$ cat src/rtl/robot_arm_pkg.sv
// Shared types and defaults for the robot_arm scheduler front-end.
// Included by the scheduler top and its tag FIFO.
package robot_arm_pkg;

  localparam int DEF_DATA_WIDTH_IN  = 16;
  localparam int DEF_DATA_WIDTH_OUT = 32;

  typedef enum logic [1:0] {
    IDLE,
    RUN,
    ERROR
  } sched_state_t;

  function automatic int id_w(input int n);
    return (n > 1) ? $clog2(n) : 1;
  endfunction

endpackage

$ cat src/rtl/robot_arm_tag_fifo.sv
// Requester-ID tag FIFO: simultaneous push/pop, count output,
// async active-low reset and synchronous flush.
module robot_arm_tag_fifo
  import robot_arm_pkg::*;
#(
  parameter int DEPTH = 4,
  parameter int WIDTH = 1
) (
  input  logic                     i_clk,
  input  logic                     i_rst,
  input  logic                     i_flush,
  input  logic                     i_push,
  input  logic                     i_pop,
  input  logic [WIDTH-1:0]         i_data,
  output logic [WIDTH-1:0]         o_data,
  output logic                     o_full,
  output logic                     o_empty,
  output logic [$clog2(DEPTH):0]   o_count
);

  localparam int AW = (DEPTH > 1) ? $clog2(DEPTH) : 1;
  localparam int CW = $clog2(DEPTH) + 1;

  logic [WIDTH-1:0] mem_q [DEPTH];
  logic [AW-1:0]    wr_q, wr_d;
  logic [AW-1:0]    rd_q, rd_d;
  logic [CW-1:0]    cnt_q, cnt_d;
  logic             do_push, do_pop;

  assign o_full  = (cnt_q == CW'(DEPTH));
  assign o_empty = (cnt_q == '0);
  assign o_count = cnt_q;
  assign o_data  = mem_q[rd_q];

  assign do_push = i_push && !o_full;
  assign do_pop  = i_pop && !o_empty;

  always_comb begin
    wr_d  = wr_q;
    rd_d  = rd_q;
    cnt_d = cnt_q;
    if (do_push) wr_d = wr_q + AW'(1);
    if (do_pop)  rd_d = rd_q + AW'(1);
    unique case ({do_push, do_pop})
      2'b10:   cnt_d = cnt_q + CW'(1);
      2'b01:   cnt_d = cnt_q - CW'(1);
      default: cnt_d = cnt_q;
    endcase
    // A flush discards everything, including a same-cycle push.
    if (i_flush) begin
      wr_d  = '0;
      rd_d  = '0;
      cnt_d = '0;
    end
  end

  always_ff @(posedge i_clk or negedge i_rst) begin
    if (!i_rst) begin
      wr_q  <= '0;
      rd_q  <= '0;
      cnt_q <= '0;
    end else begin
      wr_q  <= wr_d;
      rd_q  <= rd_d;
      cnt_q <= cnt_d;
    end
  end

  always_ff @(posedge i_clk) begin
    if (do_push) mem_q[wr_q] <= i_data;
  end

endmodule

$ cat src/rtl/robot_arm_sched.sv
// Round-robin issue scheduler for the robot_arm FK core with
// in-order tag tracking, tagged result return and a watchdog.
module robot_arm_sched
  import robot_arm_pkg::*;
#(
  parameter int DATA_WIDTH_IN  = DEF_DATA_WIDTH_IN,
  parameter int DATA_WIDTH_OUT = DEF_DATA_WIDTH_OUT,
  parameter int N_REQ          = 2,
  parameter int MAX_OUT        = 4,
  parameter int TIMEOUT        = 64
) (
  input  logic                            i_clk,
  input  logic                            i_rst,
  input  logic [N_REQ-1:0]                i_req_valid,
  input  logic [N_REQ*DATA_WIDTH_IN-1:0]  i_req_thi1,
  input  logic [N_REQ*DATA_WIDTH_IN-1:0]  i_req_thi2,
  input  logic [N_REQ*DATA_WIDTH_IN-1:0]  i_req_thi3,
  output logic [N_REQ-1:0]                o_req_ready,
  output logic                            o_core_thi_valid,
  output logic [DATA_WIDTH_IN-1:0]        o_core_thi1,
  output logic [DATA_WIDTH_IN-1:0]        o_core_thi2,
  output logic [DATA_WIDTH_IN-1:0]        o_core_thi3,
  input  logic                            i_core_xyz_valid,
  input  logic [DATA_WIDTH_OUT-1:0]       i_core_x,
  input  logic [DATA_WIDTH_OUT-1:0]       i_core_y,
  input  logic [DATA_WIDTH_OUT-1:0]       i_core_z,
  output logic                            o_res_valid,
  output logic [id_w(N_REQ)-1:0]          o_res_id,
  output logic [DATA_WIDTH_OUT-1:0]       o_res_x,
  output logic [DATA_WIDTH_OUT-1:0]       o_res_y,
  output logic [DATA_WIDTH_OUT-1:0]       o_res_z,
  output logic [$clog2(MAX_OUT):0]        o_outstanding,
  output logic                            o_err_timeout,
  output logic                            o_err_spurious,
  input  logic                            i_err_clr
);

  localparam int ID_W = id_w(N_REQ);
  localparam int OW   = $clog2(MAX_OUT) + 1;
  localparam int WDW  = $clog2(TIMEOUT + 1);
  localparam int DWI  = DATA_WIDTH_IN;
  localparam int DWO  = DATA_WIDTH_OUT;

  sched_state_t   state_q, state_d;
  logic [ID_W-1:0] rr_q, rr_d;
  logic [WDW-1:0]  wd_q, wd_d;

  logic [ID_W-1:0] grant, hi_idx, lo_idx;
  logic            hi_found, lo_found;
  logic            can_issue, issue, res_ok, spur, tmo, busy_d;
  logic [DWI-1:0]  sel1, sel2, sel3;

  logic            f_full, f_empty;
  logic [ID_W-1:0] f_head;
  logic [OW-1:0]   f_count;

  logic            thi_vld_q;
  logic [DWI-1:0]  thi1_q, thi2_q, thi3_q;
  logic            res_vld_q;
  logic [ID_W-1:0] res_id_q;
  logic [DWO-1:0]  res_x_q, res_y_q, res_z_q;
  logic            etmo_q, etmo_d;
  logic            espur_q, espur_d;

  // Two scans: first valid at or above the pointer, else first overall.
  always_comb begin
    hi_found = 1'b0;
    hi_idx   = '0;
    lo_found = 1'b0;
    lo_idx   = '0;
    for (int j = N_REQ - 1; j >= 0; j--) begin
      if (i_req_valid[j] && (ID_W'(j) >= rr_q)) begin
        hi_found = 1'b1;
        hi_idx   = ID_W'(j);
      end
      if (i_req_valid[j]) begin
        lo_found = 1'b1;
        lo_idx   = ID_W'(j);
      end
    end
    grant = hi_found ? hi_idx : lo_idx;
  end

  always_comb begin
    sel1 = '0;
    sel2 = '0;
    sel3 = '0;
    for (int k = 0; k < N_REQ; k++) begin
      if (grant == ID_W'(k)) begin
        sel1 = i_req_thi1[k*DWI +: DWI];
        sel2 = i_req_thi2[k*DWI +: DWI];
        sel3 = i_req_thi3[k*DWI +: DWI];
      end
    end
  end

  assign can_issue = i_rst && (state_q != ERROR) && !f_full;
  assign issue     = can_issue && lo_found;
  assign o_req_ready = issue ? (N_REQ'(1) << grant) : '0;

  assign res_ok = i_core_xyz_valid && !f_empty && (state_q != ERROR);
  assign spur   = i_core_xyz_valid && f_empty && (state_q != ERROR);

  assign tmo = (f_count != '0) && !i_core_xyz_valid
            && (wd_q == WDW'(TIMEOUT - 1));
  assign wd_d = (i_core_xyz_valid || (f_count == '0) || tmo)
              ? '0 : wd_q + WDW'(1);

  assign busy_d = issue || (f_count > OW'(1))
               || ((f_count == OW'(1)) && !res_ok);

  always_comb begin
    state_d = state_q;
    rr_d    = rr_q;
    unique case (state_q)
      IDLE, RUN: begin
        if (tmo)         state_d = ERROR;
        else if (busy_d) state_d = RUN;
        else             state_d = IDLE;
      end
      ERROR: if (i_err_clr) state_d = IDLE;
      default: state_d = IDLE;
    endcase
    if (issue) begin
      rr_d = (grant == ID_W'(N_REQ - 1)) ? '0 : grant + ID_W'(1);
    end
  end

  assign etmo_d  = tmo  ? 1'b1 : (i_err_clr ? 1'b0 : etmo_q);
  assign espur_d = spur ? 1'b1 : (i_err_clr ? 1'b0 : espur_q);

  robot_arm_tag_fifo #(
    .DEPTH(MAX_OUT),
    .WIDTH(ID_W)
  ) u_tags (
    .i_clk   (i_clk),
    .i_rst   (i_rst),
    .i_flush (tmo),
    .i_push  (issue),
    .i_pop   (res_ok),
    .i_data  (grant),
    .o_data  (f_head),
    .o_full  (f_full),
    .o_empty (f_empty),
    .o_count (f_count)
  );

  always_ff @(posedge i_clk or negedge i_rst) begin
    if (!i_rst) begin
      state_q   <= IDLE;
      rr_q      <= '0;
      wd_q      <= '0;
      thi_vld_q <= 1'b0;
      thi1_q    <= '0;
      thi2_q    <= '0;
      thi3_q    <= '0;
      res_vld_q <= 1'b0;
      res_id_q  <= '0;
      res_x_q   <= '0;
      res_y_q   <= '0;
      res_z_q   <= '0;
      etmo_q    <= 1'b0;
      espur_q   <= 1'b0;
    end else begin
      state_q   <= state_d;
      rr_q      <= rr_d;
      wd_q      <= wd_d;
      thi_vld_q <= issue;
      if (issue) begin
        thi1_q <= sel1;
        thi2_q <= sel2;
        thi3_q <= sel3;
      end
      res_vld_q <= res_ok;
      if (res_ok) begin
        res_id_q <= f_head;
        res_x_q  <= i_core_x;
        res_y_q  <= i_core_y;
        res_z_q  <= i_core_z;
      end
      etmo_q  <= etmo_d;
      espur_q <= espur_d;
    end
  end

  assign o_core_thi_valid = thi_vld_q;
  assign o_core_thi1      = thi1_q;
  assign o_core_thi2      = thi2_q;
  assign o_core_thi3      = thi3_q;
  assign o_res_valid      = res_vld_q;
  assign o_res_id         = res_id_q;
  assign o_res_x          = res_x_q;
  assign o_res_y          = res_y_q;
  assign o_res_z          = res_z_q;
  assign o_outstanding    = f_count;
  assign o_err_timeout    = etmo_q;
  assign o_err_spurious   = espur_q;

endmodule

$ cat config.mk
export PLATFORM = sky130hd
export DESIGN_NAME = robot_arm_sched
export DESIGN_NICKNAME = d
export VERILOG_FILES = /design/src/rtl/robot_arm_pkg.sv /design/src/rtl/robot_arm_tag_fifo.sv /design/src/rtl/robot_arm_sched.sv
export SDC_FILE = /design/constraint.sdc
export NUM_CORES = 1
export LEC_CHECK = 0
export ABC_CLOCK_PERIOD_IN_PS = 2400
export BUFFER_PORTS_ARGS = -buffer_cell sky130_fd_sc_hd__clkbuf_2
export CORE_ASPECT_RATIO = 0.75
export CORE_MARGIN = 4
export CORE_UTILIZATION = 46
export DETAILED_ROUTE_END_ITERATION = 8
export PLACE_DENSITY = 0.8
export SYNTH_ARGS = -nofsm -noshare
export SYNTH_HDL_FRONTEND = slang
export SYNTH_SLANG_ARGS = --single-unit
export TNS_END_PERCENT = 100
$ cat constraint.sdc
create_clock -name i_clk -period 2.4 [get_ports i_clk]
set_input_delay 0.24 -clock i_clk [delete_from_list [all_inputs] [get_ports i_clk]]
set_output_delay 0.24 -clock i_clk [all_outputs]
set_load 0.01 [all_outputs]
# [Yosys cells after proc, flatten, opt, wreduce, memory -nomap -nowiden]
# Memory sizes are Yosys's and may differ from the RTL's. A register that Yosys moved wholly into a read port is not among the register bits.
# Index checks and enable logic that the tools add are counted.
[op_classes] add_sub_neg=6 magnitude_cmp=3 n_eq_ne=9 shift=1 muxes=28 n_reduce_logical=32
[op_table] cell="2-to-1 mux 16 bit" n=3
[op_table] cell="logical AND 1 bit" n=14
[op_table] cell="2-to-1 mux 1 bit" n=14
[op_table] cell="2-to-1 mux 2 bit" n=7
[op_table] cell="nonzero test 2 bit" n=4
[op_table] cell="adder 7 x 1 -> 7 bit, second input constant" n=1
[op_table] cell="== test 7 x 6 -> 1 bit, second input constant" n=1
[op_table] cell="2-to-1 mux 7 bit" n=1
[op_table] cell="one-hot mux 3 bit (2 select lines)" n=1
[op_table] cell="nonzero test 3 bit" n=2
[op_table] cell="zero test 1 bit" n=5
[op_table] cell="adder 2 x 1 -> 2 bit, second input constant" n=2
[op_table] cell="== test 2 x 1 -> 1 bit, second input constant" n=2
[op_table] cell="== test 2 bit, second input constant" n=2
[op_table] cell="logical OR 1 bit" n=4
[op_table] cell="!= test 2 bit, second input constant" n=2
[op_table] cell="one-hot mux 2 bit (2 select lines)" n=1
[op_table] cell="adder 3 x 1 -> 3 bit, second input constant" n=1
[op_table] cell="== test 3 x 1 -> 1 bit, second input constant" n=1
[op_table] cell="== test 3 bit, second input constant" n=1
[op_table] cell="> comparator 3 x 1 -> 1 bit, second input constant" n=1
[op_table] cell="zero test 3 bit" n=1
[op_table] cell="2-to-1 mux 3 bit" n=1
[op_table] cell="subtractor 3 x 1 -> 3 bit, second input constant" n=1
[op_table] cell="5 further kinds" n=6
[word_totals] register_bits=165 mem_bits_rw=4 input_bits=198 output_inout_bits=154 word_cells=96 n_memories=1
[memory_table] memory="u_tags.mem_q" words=4 width=1 rd=1 rd_ports_with_merged_regs=1 wr=1 line_no="robot_arm_tag_fifo.sv:24" text="logic [WIDTH-1:0] mem_q [DEPTH];"

# [Longest topological paths before layout]
[depth] word_depth=10 ltp_mapped=10 ltp_nobuf=7

# [Hierarchy]
# Synthesis repeated with hierarchy kept, for this count alone.
[unflattened] cells_unflattened=620 hier_area_um2=7618.6
[by_module_without_submodules] mod="robot_arm_sched" n_inst=1 cells_each=547 area_per_inst_um2=6837.8 seq_area_each_um2=3978.8
[by_module_without_submodules] mod="robot_arm_tag_fifo" n_inst=1 cells_each=73 area_per_inst_um2=780.7 seq_area_each_um2=295.3

# [Least setup slack after synthesis]
# Ideal clock, no wire load.
[synth_path] path_type="reg2reg" start="register u_tags.cnt_q[0] (netlist: u_tags.o_count[0])" end="memory u_tags.mem_q[1], enable pin" setup_ps=292 arrival_time_ps=1669 required_time_ps=2108 setup_slack_ps=439 stages_incl_launch_ff=9 synth_period_minus_slack_ps=1961 path_cell_list="dfrtp_1 inv_1 ha_1 a21boi_2 nand3_2 inv_2 buf_4 buf_2 and2_1"
[synth_via] elab_chain_cells=7
[synth_rtl] item="start: declaration" line_no="robot_arm_tag_fifo.sv:27" text="logic [CW-1:0] cnt_q, cnt_d;"
[synth_rtl] item="start signal: assignment" line_no="robot_arm_tag_fifo.sv:65" text="cnt_q <= cnt_d;"
[synth_rtl] item="== test 3 bit *" line_no="robot_arm_tag_fifo.sv:30" text="assign o_full = (cnt_q == CW'(DEPTH));"
[synth_rtl] item="zero test 1 bit *" line_no="robot_arm_tag_fifo.sv:35, robot_arm_sched.sv:97"
[synth_rtl] item="logical AND 1 bit" line_no="robot_arm_sched.sv:97" text="assign can_issue = i_rst && (state_q != ERROR) && !f_full;"
[synth_rtl] item="logical AND 1 bit" line_no="robot_arm_sched.sv:98" text="assign issue = can_issue && lo_found;"
[synth_rtl] item="logical AND 1 bit *" line_no="robot_arm_tag_fifo.sv:35" text="assign do_push = i_push && !o_full;"
[synth_rtl] item="2-to-1 mux 1 bit *" line_no="robot_arm_tag_fifo.sv:70" text="if (do_push) mem_q[wr_q] <= i_data;"
[synth_rtl] item="2-to-1 mux 1 bit (not written as such) *" line_no="robot_arm_tag_fifo.sv:70"
[synth_rtl] item="end: declaration" line_no="robot_arm_tag_fifo.sv:24"
# Mark *: on every way between the ends. The rest lies on a longest branch, timed or not.

# [Worst setup path after layout]
[layout_path] start="register u_tags.cnt_q[1] (netlist: u_tags.o_count[1])" end="output port o_req_ready[1]"
[layout_via] elab_chain_cells=5
[layout_rtl] item="== test 3 bit" line_no="robot_arm_tag_fifo.sv:30"
[layout_rtl] item="zero test 1 bit" line_no="robot_arm_sched.sv:97"
[layout_rtl] item="logical AND 1 bit" line_no="robot_arm_sched.sv:97"
[layout_rtl] item="logical AND 1 bit" line_no="robot_arm_sched.sv:98"
[layout_rtl] item="2-to-1 mux 2 bit" line_no="robot_arm_sched.sv:99" text="assign o_req_ready = issue ? (N_REQ'(1) << grant) : '0;"
[layout_rtl] item="end: declaration" line_no="robot_arm_sched.sv:18" text="output logic [N_REQ-1:0] o_req_ready,"
# No other way between the ends.

==> flow_metrics.env <==
export IMPL_grtUsageMet2=0.407
export IMPL_cp_cell_sequence="inv_1 -> ha_1 -> a21boi_2 -> nand3_2 -> nor2_1 -> clkbuf_2"
export IMPL_crit_family="flip-flops"
export IMPL_gp_congestion=0.818
export IMPL_crit_slowest_cell="dfrtp_1"
export IMPL_cp_endpoint="o_req_ready[1]"
export IMPL_syn_area_mm2=0.00706
export IMPL_firstDrtPassIters=5
export IMPL_pin_count=352
export IMPL_path_buf_inv=2
export IMPL_setup_violations=0
export IMPL_synthDominantCellAreaShare=0.588
export IMPL_skew_ns=0.0112
export IMPL_hold_buffers=31
export IMPL_synth_area_leaders="dfrtp_1 59%, nand2_1 21%, a31oi_1 4.3%"
export IMPL_powerDensity_mw_per_mm2=1030
export IMPL_synth_edff_count=4
export IMPL_cap_viol_max_count=0
export IMPL_status="complete, but fails checks"
export IMPL_fin_tns_setup_ns=0
export IMPL_grt_ovfl_total=0
export IMPL_yosys_register_bits=170
export IMPL_first_iter_violations=393
export IMPL_yosysWarnings=0
export IMPL_syn_nets=988
export IMPL_final_layout_size_suffix_gt1_frac=0.345
export IMPL_total_power_uw=10100
export IMPL_period_share=0.911
export IMPL_start_util=0.479
export IMPL_fin_cells=1361
export IMPL_antenna_cells=0
export IMPL_grt_pass1_wl_um=31900
export IMPL_drc=0
export IMPL_fmax_ghz=0.458
export IMPL_fp_coreArea_mm2=0.0147
export IMPL_num_vias=6603
export IMPL_syn_avg_cell_area_um2=9.04
export IMPL_ys_seq_area_frac=0.605
export IMPL_die_x_um=151
export IMPL_grtUsageMet1=0.273
export IMPL_rsz0062_at_grt="false"
export IMPL_finalCriticalPeriod_ns=2.19
export IMPL_ant_nets=0
export IMPL_numCtsBuffers=17
export IMPL_top_usage_layer="met2"
export IMPL_clock_sinks=170
export IMPL_cts_max_level=4
export IMPL_dp_hpwl_um=14900
export IMPL_reg2reg_from="u_tags.o_count[1]$_DFFE_PN0P_"
export IMPL_worst_path_max_fanout=6
export IMPL_grt_total_usage=0.235
export IMPL_clockBufferDepth=2
export IMPL_holdWs_ns=-0.0635
export IMPL_port_buffers=351
export IMPL_cp_depth=6
export IMPL_worstMarginPinSlew_ns=0.921
export IMPL_via_per_inst=4.85
export IMPL_setup_worst_path_start="u_tags.o_count[1]$_DFFE_PN0P_"
export IMPL_maxSlewHeadroom=0.386
export IMPL_cts_resized=0
export IMPL_met3_usage=0.0670
export IMPL_ys_types=43
export IMPL_syn2layout_area_growth_pct=39.8
export IMPL_drv_slew=0
export IMPL_crit_arrival_ns=1.95
export IMPL_crit_required_ns=2.16
export IMPL_dieArea_mm2=0.0174
export IMPL_synthCells=781
export IMPL_cts_root_buf="clkbuf_16"
export IMPL_async_reset_ff_frac=0.976
export IMPL_crit_type="reg2out"
export IMPL_r2r_cells=8
export IMPL_path_clk_slew_ns=0.07
export IMPL_regToRegEndpoint="o_core_thi1[7]$_DFFE_PN0N_"
export IMPL_end_kind="primary output"
export IMPL_irDropWorstVdd_mv=0.560
export IMPL_wl_per_cell_um=15.4
export IMPL_final_cell_mix="388 x nand2_1, 350 x clkbuf_2, 166 x dfrtp_1, 62 x nor2_1, 48 x a31oi_1"
export IMPL_synth_top_area_cell="dfrtp_1"
export IMPL_power_leakage_uw=0.00549
export IMPL_layout_commonest_cell="nand2_1"
export IMPL_clock_latency_ns=0.42
export IMPL_synthFlopType="dfrtp_1"
export IMPL_final_net_count=1356
export IMPL_hold_path_class="in2async"
export IMPL_grt_start_max_net_pins=167
export IMPL_die_y_um=115
export IMPL_violations="hold timing"
export IMPL_place_inst=1298
export IMPL_hold_viol_final=41
export IMPL_slowest_delay_ns=0.44
export IMPL_cts_tree="done"
export IMPL_postCtsSetupBuffers=0
export IMPL_rows=38
export IMPL_num_fill_cells=1171
export IMPL_antenna_found_initial=0
export IMPL_grt_pass1_vias=6389
export IMPL_totalWireLength_um=20900
export IMPL_worst_setup_path_start_kind="flip-flop"
export IMPL_reg2reg_slack_ns=0.24
## kinds of logic (layout without fill, tap and decap cells)
kind of cell | Yosys count | after routing | synth area share
DFF | 170 | 170 | 0.605
and+or+nand+nor | 469 | 469 | 0.260
muxes | 3 | 3 | 0.00602
buffers and inverters | 57 | 437 | 0.0381
adders and majority gates | 9 | 9 | 0.0159
AOI/OAI and AO/OA | 65 | 65 | 0.0625
xor gates and xnor gates | 8 | 8 | 0.0119
## synthesized netlist by cell type, drive strengths merged (2+ instances only)
master	n
nand2	388
edfxtp	4
ha	9
a21o	2
and3	3
mux2i	2
o21ai	3
xnor2	5
nor2	62
o31ai	2
xor2	2
nand2b	2
clkbuf	14
and2	4
nand3	4
nor2b	2
nor3	2
buf	28
a31oi	48
a311oi	2
inv	15
dfrtp	166
## how the worst min path moves through the flow
stage                                             to  cells after the start
after global routing         o_res_z[27]$_DFFE_PN0P_                      3
after detailed placement     o_res_z[25]$_DFFE_PN0P_                      3
after floorplan           o_core_thi1[0]$_DFFE_PN0N_                      0
after CTS                     o_res_y[5]$_DFFE_PN0P_                      3
after global placement       o_res_z[31]$_DFFE_PN0P_                      3
final                         o_res_z[7]$_DFFE_PN0P_                      2
## area by class of cell
type / count / area, µm² / share of cell area
Sequential cell: 170 / 4270 / 0.433
Multi-Input combinational cell: 554 / 2530 / 0.256
Timing Repair Buffer: 391 / 2210 / 0.223
Clock buffer: 19 / 443 / 0.0449
Tap cell: 200 / 250 / 0.0253
Clock inverter: 12 / 115 / 0.0117
Inverter: 15 / 57.6 / 0.00583
## layer usage
layer | share of wire | vias up
li1 | - | 3202
met3 | 0.081 | 53
met4 | 0.042 | 0
met2 | 0.50 | 298
met1 | 0.38 | 3050
met5 | 0 | -
## power by group
group          switching, µW  internal [µW]
registers                525           3740
logic                   1940           1320
clock network           1150           1470
total                   3610           6520
## registers in the layout, summed over array words and instances (netlist names)
name              count
o_core_thi3          16
o_core_thi_valid      1
u_tags.rd_q           2
u_tags.wr_q           2
state_q               2
o_res_x              32
rr_q                  1
o_res_valid           1
u_tags.o_count        3
o_res_y              32
o_res_z              32
o_core_thi1          16
wd_q                  7
o_res_id              1
o_core_thi2          16
o_err_timeout         1
u_tags.mem_q          4
o_err_spurious        1
## worst reg2reg max path, stage by stage (launching register included)
cell      delay (ns)
dfrtp_1         0.44
inv_1           0.12
ha_1            0.26
a21boi_2        0.23
nand3_2         0.16
inv_2           0.19
buf_12          0.35
nor2_1          0.15
a31oi_1         0.18
## through the flow
stage,utilization,hold WS [ns],setup slack (ns),instance area (µm²)
floorplan,-,-0.0556,0.439,7060
global placement,0.610,0.429,0.451,8990
detailed placement,0.610,0.433,0.291,8990
CTS,0.669,0.0000432,0.198,9860
global route,0.670,0.000894,0.0448,9870
finish,0.670,-0.0635,0.215,9870
No activity file was read; power rests on OpenSTA's default activity.
